File: src/rtl/brq_lsu_core.sv
// Load/store unit core: one outstanding bus transaction, optional splitting of
// misaligned accesses into two word transactions, load data assembly and extension.
module brq_lsu_core #(
    parameter bit SplitMisaligned = 1'b1
) (
    input  logic        clk_i,
    input  logic        rst_ni,
    input  logic        lsu_req_i,
    input  logic        lsu_we_i,
    input  logic [1:0]  lsu_type_i,
    input  logic        lsu_sign_ext_i,
    input  logic [31:0] lsu_addr_i,
    input  logic [31:0] lsu_wdata_i,
    output logic        lsu_ready_o,
    output logic        data_req_o,
    output logic        data_we_o,
    output logic [31:0] data_addr_o,
    output logic [3:0]  data_be_o,
    output logic [31:0] data_wdata_o,
    input  logic        data_gnt_i,
    input  logic        data_rvalid_i,
    input  logic        data_err_i,
    input  logic [31:0] data_rdata_i,
    output logic [31:0] rf_wdata_lsu_o,
    output logic        rf_we_lsu_o,
    output logic        lsu_resp_valid_o,
    output logic        lsu_resp_err_o,
    output logic [31:0] lsu_err_addr_o
);

    typedef enum logic [1:0] {IDLE, WAIT_GNT, WAIT_RVALID, MIS_ERR} state_e;

    state_e      state_q, state_d;
    logic [31:0] addr_q, addr_d, wdata_q, wdata_d, rdata1_q, rdata1_d;
    logic [1:0]  type_q, type_d;
    logic        we_q, we_d, sign_q, sign_d, part2_q, part2_d, err_q, err_d;

    logic        idle;
    logic [31:0] cur_addr, cur_wdata, bus_addr;
    logic [1:0]  cur_type;
    logic        cur_we, cur_sign, misaligned;
    logic [3:0]  type_mask;
    logic [7:0]  be_wide;
    logic [4:0]  lane_shift;
    logic [63:0] ld_pair;
    logic [31:0] ld_raw, ld_ext;

    // In IDLE the request is driven straight from the inputs; later the registered copy.
    assign idle      = (state_q == IDLE);
    assign cur_addr  = idle ? lsu_addr_i     : addr_q;
    assign cur_wdata = idle ? lsu_wdata_i    : wdata_q;
    assign cur_type  = idle ? lsu_type_i     : type_q;
    assign cur_we    = idle ? lsu_we_i       : we_q;
    assign cur_sign  = idle ? lsu_sign_ext_i : sign_q;

    assign misaligned = ((cur_type == 2'b00 || cur_type == 2'b11) && cur_addr[1:0] != 2'b00)
                     || (cur_type == 2'b01 && cur_addr[1:0] == 2'b11);

    always_comb begin
        case (cur_type)
            2'b01:   type_mask = 4'b0011;
            2'b10:   type_mask = 4'b0001;
            default: type_mask = 4'b1111;
        endcase
    end

    assign be_wide    = {4'b0000, type_mask} << cur_addr[1:0];
    assign lane_shift = {cur_addr[1:0], 3'b000};
    assign bus_addr   = {cur_addr[31:2], 2'b00} + (part2_q ? 32'd4 : 32'd0);

    assign data_addr_o  = bus_addr;
    assign data_be_o    = part2_q ? be_wide[7:4] : be_wide[3:0];
    assign data_we_o    = data_req_o & cur_we;
    assign data_wdata_o = (cur_wdata << lane_shift) | (cur_wdata >> (6'd32 - {1'b0, lane_shift}));
    assign lsu_ready_o  = idle;

    // Part 2 data sits above part 1 so one right shift aligns either case.
    assign ld_pair = part2_q ? {data_rdata_i, rdata1_q} : {32'h0, data_rdata_i};
    assign ld_raw  = 32'(ld_pair >> lane_shift);

    always_comb begin
        case (cur_type)
            2'b01:   ld_ext = {{16{cur_sign & ld_raw[15]}}, ld_raw[15:0]};
            2'b10:   ld_ext = {{24{cur_sign & ld_raw[7]}}, ld_raw[7:0]};
            default: ld_ext = ld_raw;
        endcase
    end

    assign rf_we_lsu_o    = lsu_resp_valid_o & ~cur_we & ~lsu_resp_err_o;
    assign rf_wdata_lsu_o = rf_we_lsu_o ? ld_ext : 32'h0;

    // NOTE: every output and next-state value gets a default first so no latch is inferred.
    always_comb begin
        state_d          = state_q;
        addr_d           = addr_q;
        wdata_d          = wdata_q;
        type_d           = type_q;
        we_d             = we_q;
        sign_d           = sign_q;
        part2_d          = part2_q;
        err_d            = err_q;
        rdata1_d         = rdata1_q;
        data_req_o       = 1'b0;
        lsu_resp_valid_o = 1'b0;
        lsu_resp_err_o   = 1'b0;
        lsu_err_addr_o   = 32'h0;
        case (state_q)
            IDLE: begin
                if (lsu_req_i) begin
                    addr_d  = lsu_addr_i;
                    wdata_d = lsu_wdata_i;
                    type_d  = lsu_type_i;
                    we_d    = lsu_we_i;
                    sign_d  = lsu_sign_ext_i;
                    part2_d = 1'b0;
                    err_d   = 1'b0;
                    if (misaligned && !SplitMisaligned) begin
                        state_d = MIS_ERR;
                    end else begin
                        data_req_o = 1'b1;
                        state_d    = data_gnt_i ? WAIT_RVALID : WAIT_GNT;
                    end
                end
            end
            WAIT_GNT: begin
                data_req_o = 1'b1;
                if (data_gnt_i) state_d = WAIT_RVALID;
            end
            WAIT_RVALID: begin
                if (data_rvalid_i) begin
                    if (SplitMisaligned && misaligned && !part2_q) begin
                        rdata1_d = data_rdata_i;
                        err_d    = data_err_i;
                        part2_d  = 1'b1;
                        state_d  = WAIT_GNT;
                    end else begin
                        lsu_resp_valid_o = 1'b1;
                        lsu_resp_err_o   = err_q | data_err_i;
                        // A part-1 fault reports the original byte address.
                        if (lsu_resp_err_o)
                            lsu_err_addr_o = (err_q || !part2_q) ? addr_q : bus_addr;
                        part2_d = 1'b0;
                        err_d   = 1'b0;
                        state_d = IDLE;
                    end
                end
            end
            MIS_ERR: begin
                lsu_resp_valid_o = 1'b1;
                lsu_resp_err_o   = 1'b1;
                lsu_err_addr_o   = addr_q;
                state_d          = IDLE;
            end
            default: state_d = IDLE;
        endcase
    end

    // NOTE: sequential state uses non-blocking assignments only.
    always_ff @(posedge clk_i or negedge rst_ni) begin
        if (!rst_ni) begin
            state_q  <= IDLE;
            addr_q   <= 32'h0;
            wdata_q  <= 32'h0;
            rdata1_q <= 32'h0;
            type_q   <= 2'b00;
            we_q     <= 1'b0;
            sign_q   <= 1'b0;
            part2_q  <= 1'b0;
            err_q    <= 1'b0;
        end else begin
            state_q  <= state_d;
            addr_q   <= addr_d;
            wdata_q  <= wdata_d;
            rdata1_q <= rdata1_d;
            type_q   <= type_d;
            we_q     <= we_d;
            sign_q   <= sign_d;
            part2_q  <= part2_d;
            err_q    <= err_d;
        end
    end

endmodule
File: config.mk
export PLATFORM = sky130hd
export DESIGN_NAME = brq_lsu_core
export DESIGN_NICKNAME = d
export VERILOG_FILES = /design/src/rtl/brq_lsu_core.sv
export SDC_FILE = /design/constraint.sdc
export NUM_CORES = 1
export LEC_CHECK = 0
export BUFFER_PORTS_ARGS = -buffer_cell sky130_fd_sc_hd__buf_2
export CAP_MARGIN = 40
export CORE_MARGIN = 8
export CORE_UTILIZATION = 55
export CTS_BUF_LIST = sky130_fd_sc_hd__clkbuf_4 sky130_fd_sc_hd__clkbuf_8
export DETAILED_ROUTE_END_ITERATION = 12
export PLACE_DENSITY_LB_ADDON = 0.1
export SYNTH_ARGS = -nofsm -noshare
export SYNTH_HDL_FRONTEND = slang
export SYNTH_SLANG_ARGS = --single-unit
File: constraint.sdc
create_clock -name clk_i -period 7 [get_ports clk_i]
set_input_delay 1.75 -clock clk_i [delete_from_list [all_inputs] [get_ports clk_i]]
set_output_delay 1.75 -clock clk_i [all_outputs]
set_load 0.01 [all_outputs]
==> results.json, run 1 <==
{
  "drc": 0,
  "grt_max_degree": 81,
  "max_cap_viol_count": 0,
  "hold_buffers": 0,
  "ys_seq_area_frac": 0.2841,
  "num_vias": 8971,
  "postCtsSetupRepairBufs": 0,
  "fin_ws_ns": 0.7646,
  "hold_end": "wdata_q[28]$_DFFE_PN0P_",
  "ff2ff_setup_slack_ns": 3.87,
  "p_per_area_nw_per_um2": 460.5,
  "crit_type": "primary input to output pin",
  "clock_latency_ns": 0.39,
  "cts_tree": "built",
  "final.setup_skew_ns": 0.01444,
  "ant_nets": 0,
  "fmax_mhz": 160.4,
  "leakage_nw": 4.817,
  "final_hold_viol_count": 0,
  "cts.repair.resized": 0,
  "synth_ff_type": "dfrtp_1",
  "cp.buffers_inverters": 4,
  "ys_warn_count": 0,
  "port-buffer-count": 241,
  "drt-total-wl_um": 28120,
  "crit_path_cell_trace": "buf_2 > mux2i_4 > ha_1 > nand2b_1 > a21oi_1 > or4_1 > inv_1 > o21ai_0 > clkbuf_2 > o21ai_0 > buf_2",
  "arrival_ns": 4.49,
  "worst_pin_slew_ns": 0.9013,
  "finalCritPeriodShare": 0.8908,
  "clk_pin_slew_worst_paths_ns": 0.10,
  "area_growth_pct": 16.27,
  "via_per_inst": 6.140,
  "reg2reg_from": "state_q[0]$_DFFE_PN0P_",
  "path_delay_family": "simple AND/OR/NAND/NOR gates",
  "hold_start": "wdata_q[28]$_DFFE_PN0P_",
  "worstReg2RegEnd": "rdata1_q[17]$_DFFE_PN0P_",
  "root_buffer": "clkbuf_8",
  "grt_overflow": 0,
  "syn_inst": 1045,
  "drive_gt1_frac": 0.3468,
  "cts.sink_count": 104,
  "dp_slack_ns": 0.7874,
  "gp_congestion": 0.9086,
  "max-slew-margin-rel": 0.3975,
  "pin_count": 244,
  "drt_iter0_drc": 652,
  "final_cell_mix": "buf_2, nand2_1, mux2_2, mux2i_1, dfrtp_1",
  "clockBufferDepth": 2,
  "synth_async_sr_flop_share": 1.000,
  "end_kind": "output pin",
  "final_common_cell": "buf_2",
  "synth-seq-cells": 104,
  "crit_required_ns": 5.25,
  "synth-edff-count": 0,
  "cts_max_level": 3,
  "cts_made_buffers": 9,
  "rr_worst_depth": 8,
  "grt_usage": 0.2600,
  "fin_nets": 1344,
  "drt_pass1_iterations": 7,
  "finalSetupViolations": 0,
  "floorplan.core_area_um2": 16410,
  "cpPeakStageDelay_ns": 0.79,
  "min_period_ns": 6.235,
  "grt_pass1_vias": 8991,
  "die_h_um": 145.1,
  "path_max_fanout": 11,
  "antenna_found_initial": 3,
  "crit_slowest_cell": "or4_1",
  "fin_setup_tns_ns": 0,
  "status": "finished clean",
  "avgSynthCellArea_um2": 8.767,
  "grt_pass1_wl_um": 45860,
  "routedWlPerCell_um": 19.25,
  "dp_hpwl_um": 20150,
  "min_path_type": "flip-flop to flip-flop",
  "whs_path_depth": 1,
  "slew_viol_final": 0,
  "ys_types": 71,
  "die_w_um": 145.1,
  "worst_setup_path_start_kind": "primary input",
  "rsz0062_at_grt": "no",
  "synthesis.area_um2": 9161,
  "die_area_um2": 21040,
  "ir_drop_v": 0.0003039,
  "num_rows": 47,
  "start_util": 0.5584
}
## how the worst max path moves through the flow
stage,to,startpoint,slack [ns],depth (start not counted)
2_1_floorplan,rf_wdata_lsu_o[10],lsu_addr_i[0],0.54,12
5_1_grt,rf_wdata_lsu_o[12],state_q[0]$_DFFE_PN0P_,0.48,9
3_3_place_gp,rf_wdata_lsu_o[10],lsu_addr_i[0],0.95,11
3_5_place_dp,rf_wdata_lsu_o[12],lsu_addr_i[0],0.79,10
4_1_cts,rf_wdata_lsu_o[12],state_q[0]$_DFFE_PN0P_,0.76,11
6_report,rf_wdata_lsu_o[12],lsu_addr_i[0],0.76,11
## metrics by stage
stage	util	cells	power (mW)	area, um^2	hold slack, ns
final	0.6492	1461	4.905	10650	0.5167
after global routing	0.6491	1460	5.296	10650	0.5309
after CTS	0.6483	1456	4.905	10640	0.5175
after detailed placement	0.6370	1440	4.513	10450	0.4944
after global placement	0.6353	1439	4.466	10420	0.4853
after floorplan	-	1046	3.516	9165	0.4750
## worst reg2reg max path, cell delays in order, from the launching register on
cell and delay (ns):
dfrtp_1 0.38, or2_4 0.46, buf_4 0.54, mux2i_4 0.16, ha_1 0.22, nand2b_1 0.19, a211oi_4 0.20, buf_4 0.44
mux2_2 0.41
## logic make-up after synthesis
| group | Yosys count | share of synthesized area |
|---|---|---|
| simple gates | 306 | 0.1601 |
| other cells | 1 | 0.0004093 |
| fa+ha+maj | 6 | 0.008194 |
| compound gates | 265 | 0.1853 |
| xor+xnor | 31 | 0.02964 |
| mux | 232 | 0.2845 |
| flops | 104 | 0.2841 |
| buf+inv | 100 | 0.04780 |
## metal layers
metal  vias up  wire, um  track usage
met5         -         0            0
met4         0       866       0.1286
met3        62      2451      0.06468
met2       428     13100       0.4217
met1      4253     11710       0.3172
li1       4228         -            -
## cell type report
| class | count | area, um^2 |
|---|---|---|
| tap | 220 | 275.3 |
| inverter | 11 | 41.29 |
| antenna | 4 | 10.01 |
| fill | 1434 | 5756 |
| timing repair buffer | 264 | 1399 |
| sequential | 104 | 2604 |
| multi-input combinational | 842 | 6137 |
| clock buffer | 9 | 123.9 |
| clock inverter | 7 | 61.31 |
## synthesized netlist by cell type (all sizes together), types with 18 or more instances
cell type,instances,share of area
nand2,133,0.055
dfrtp,104,0.28
clkbuf,42,0.017
xnor2,18,0.017
nor3,19,0.010
buf,47,0.026
o21ai,66,0.036
o211ai,22,0.018
nor2,63,0.026
nand3,24,0.013
a21oi,73,0.040
mux2i,106,0.12
mux2,117,0.14
## report_power, final
part | internal, mW | switching (mW)
clock network | 0.137 | 0.242
registers | 0.900 | 0.265
logic | 1.44 | 1.92
## state kept, by name, indices dropped and copies added (netlist names)
signal / count
addr_q: 32
err_q: 1
type_q: 2
we_q: 1
part2_q: 1
sign_q: 1
rdata1_q: 32
wdata_q: 32
state_q: 2
No activity file was read; power rests on OpenSTA's default activity.
==> run 2: changes to the inputs <==
Settings changed: REMOVE_ABC_BUFFERS set to 1.
==> run 2 against run 1 <==
Final cell count is 0.21% lower. Fmax is 2.2% lower. Combinational power hardly changed. Power is 0.81% higher. Critical path type unchanged. Worst setup slack worse by 0.14 ns. Sequential cell count stayed put. Clock skew is 0.0042 ns lower. Largest power group unchanged. Routed wire length is 1.8% lower. Utilization is 0.23 points higher. Critical endpoint is now rf_wdata_lsu_o[8]. Critical path depth is 1 higher. Global-route usage is 0.62 points lower.
==> results.json, run 2 (synthesized netlist as in run 1, its figures left out) <==
{
  "status": "finished clean",
  "slew_viol_final": 0,
  "num_rows": 47,
  "pin_count": 244,
  "highest_layer": "met5",
  "root_buffer": "clkbuf_8",
  "seqPwrFrac": 0.238,
  "die_w_um": 145.1,
  "dp_hpwl_um": 19680,
  "grt_overflow": 0,
  "drive_gt1_frac": 0.3473,
  "grt_max_degree": 81,
  "ant_nets": 0,
  "hold_buffers": 0,
  "drt-total-wl_um": 27610,
  "whs_path_depth": 1,
  "rr_worst_depth": 10,
  "hold_end": "wdata_q[10]$_DFFE_PN0P_",
  "start_util": 0.5584,
  "postCtsSetupRepairBufs": 0,
  "end_kind": "output pin",
  "finalSetupViolations": 0,
  "p_per_area_nw_per_um2": 462.6,
  "worst_setup_path_start_kind": "primary input",
  "final_cell_mix": "buf_2, nand2_1, mux2_2, mux2i_1, dfrtp_1",
  "clk_pin_slew_worst_paths_ns": 0.10,
  "grt_usage": 0.2537,
  "fin_nets": 1345,
  "wl_met1_um": 11650,
  "top_regs": "addr_q (32), rdata1_q (32), wdata_q (32)",
  "nFillCells": 1454,
  "wl_met2_um": 13120,
  "grt_pass1_wl_um": 45220,
  "worst_pin_slew_ns": 0.8874,
  "antenna_found_initial": 1,
  "die_area_um2": 21040,
  "final_common_cell": "buf_2",
  "clock_latency_ns": 0.38,
  "multi_input_area_um2": 6137,
  "cts_tree": "built",
  "gp_congestion": 0.9185,
  "dpl_cell_area_um2": 10460,
  "floorplan.core_area_um2": 16410,
  "cts.repair.resized": 0,
  "drt_iter0_drc": 450,
  "reg2reg_from": "state_q[1]$_DFFE_PN0P_",
  "drc": 0,
  "num_vias": 8922,
  "cts.sink_count": 104,
  "clock_power_share": 0.088,
  "arrival_ns": 4.62,
  "whs_ns": 0.5152,
  "area_growth_pct": 16.68,
  "switching_power_mw": 2.387,
  "path_max_fanout": 13,
  "cts_max_level": 3,
  "port-buffer-count": 241,
  "design_area_um2": 10690,
  "final_core_util": 0.6515,
  "min_path_type": "flip-flop to flip-flop",
  "leakage_nw": 4.840,
  "ir_drop_v": 0.0002961,
  "fmax_mhz": 156.9,
  "seqCellArea_um2": 2604,
  "crit_type": "primary input to output pin",
  "max-slew-margin-rel": 0.4084,
  "hold_start": "wdata_q[10]$_DFFE_PN0P_",
  "grt_pass1_vias": 8836,
  "worstReg2RegEnd": "rdata1_q[4]$_DFFE_PN0P_",
  "drt_pass1_iterations": 5,
  "switching_share": 0.4826,
  "ff2ff_setup_slack_ns": 3.94,
  "final_hold_viol_count": 0,
  "routedWlPerCell_um": 18.94,
  "finalCritPeriodShare": 0.9106,
  "crit_required_ns": 5.25,
  "via_per_inst": 6.119,
  "power.internal_mw": 2.558,
  "cts_made_buffers": 9,
  "min_period_ns": 6.374,
  "combPwrFrac": 0.674,
  "die_h_um": 145.1,
  "final.setup_skew_ns": 0.01021,
  "met3_length_um": 2186,
  "clockBufferDepth": 2,
  "max_cap_viol_count": 0,
  "num_antenna_cells": 0,
  "rsz0062_at_grt": "no"
}
[run 2: worst max path at each step]
| stage | to | startpoint | slack (ns) |
|---|---|---|---|
| final | rf_wdata_lsu_o[8] | lsu_type_i[0] | 0.63 |
| after global routing | rf_wdata_lsu_o[13] | lsu_type_i[0] | 0.41 |
| after CTS | rf_wdata_lsu_o[8] | lsu_type_i[0] | 0.67 |
| after detailed placement | rf_wdata_lsu_o[8] | lsu_type_i[0] | 0.69 |
| after global placement | rf_wdata_lsu_o[9] | lsu_type_i[0] | 0.75 |
| after floorplan | rf_wdata_lsu_o[10] | state_q[1]$_DFFE_PN0P_ | -1.56 |
[run 2: area by class of cell]
| cell class | count | area share |
|---|---|---|
| multi-input cells | 842 | 0.5742 |
| flip-flops and latches | 104 | 0.2436 |
| repair buffers | 265 | 0.1316 |
| well taps | 220 | 0.02575 |
| clock buffers | 11 | 0.01358 |
| clock inverters | 5 | 0.007492 |
| inverters | 11 | 0.003863 |
[run 2: worst max-delay path, cell delays in order]
cell and delay [ns]:
buf_2 0.10, mux2i_1 0.17, ha_1 0.26, buf_4 0.21
nand2b_1 0.15, a21oi_1 0.13, or4_1 0.80, inv_1 0.19
o21ai_0 0.28, buf_2 0.26, o21ai_0 0.16, buf_2 0.15
[run 2: power by group through the flow]
stage	combinational, mW	sequential, mW	clock, mW
2_1_floorplan	2.30	1.14	0
3_3_place_gp	3.29	1.17	0
3_5_place_dp	3.33	1.19	0
4_1_cts	3.34	1.17	0.444
5_1_grt	3.66	1.22	0.463
6_report	3.33	1.17	0.436
[run 2: layer usage]
metal | global-route usage | vias to the layer above
li1 | - | 4223
met1 | 0.3187 | 4256
met2 | 0.4206 | 396
met3 | 0.05442 | 45
met4 | 0.09526 | 2
met5 | 0 | -
[run 2: through the flow]
| step | power (mW) | std cells | TNS (ns) | setup slack (ns) |
|---|---|---|---|---|
| 2_1_floorplan | 3.434 | 957 | -99.20 | -1.561 |
| 3_3_place_gp | 4.456 | 1440 | 0 | 0.7494 |
| 3_5_place_dp | 4.517 | 1442 | 0 | 0.6889 |
| 5_1_grt | 5.346 | 1458 | 0 | 0.4102 |
| 6_report | 4.945 | 1458 | 0 | 0.6257 |
| 4_1_cts | 4.957 | 1458 | 0 | 0.6666 |
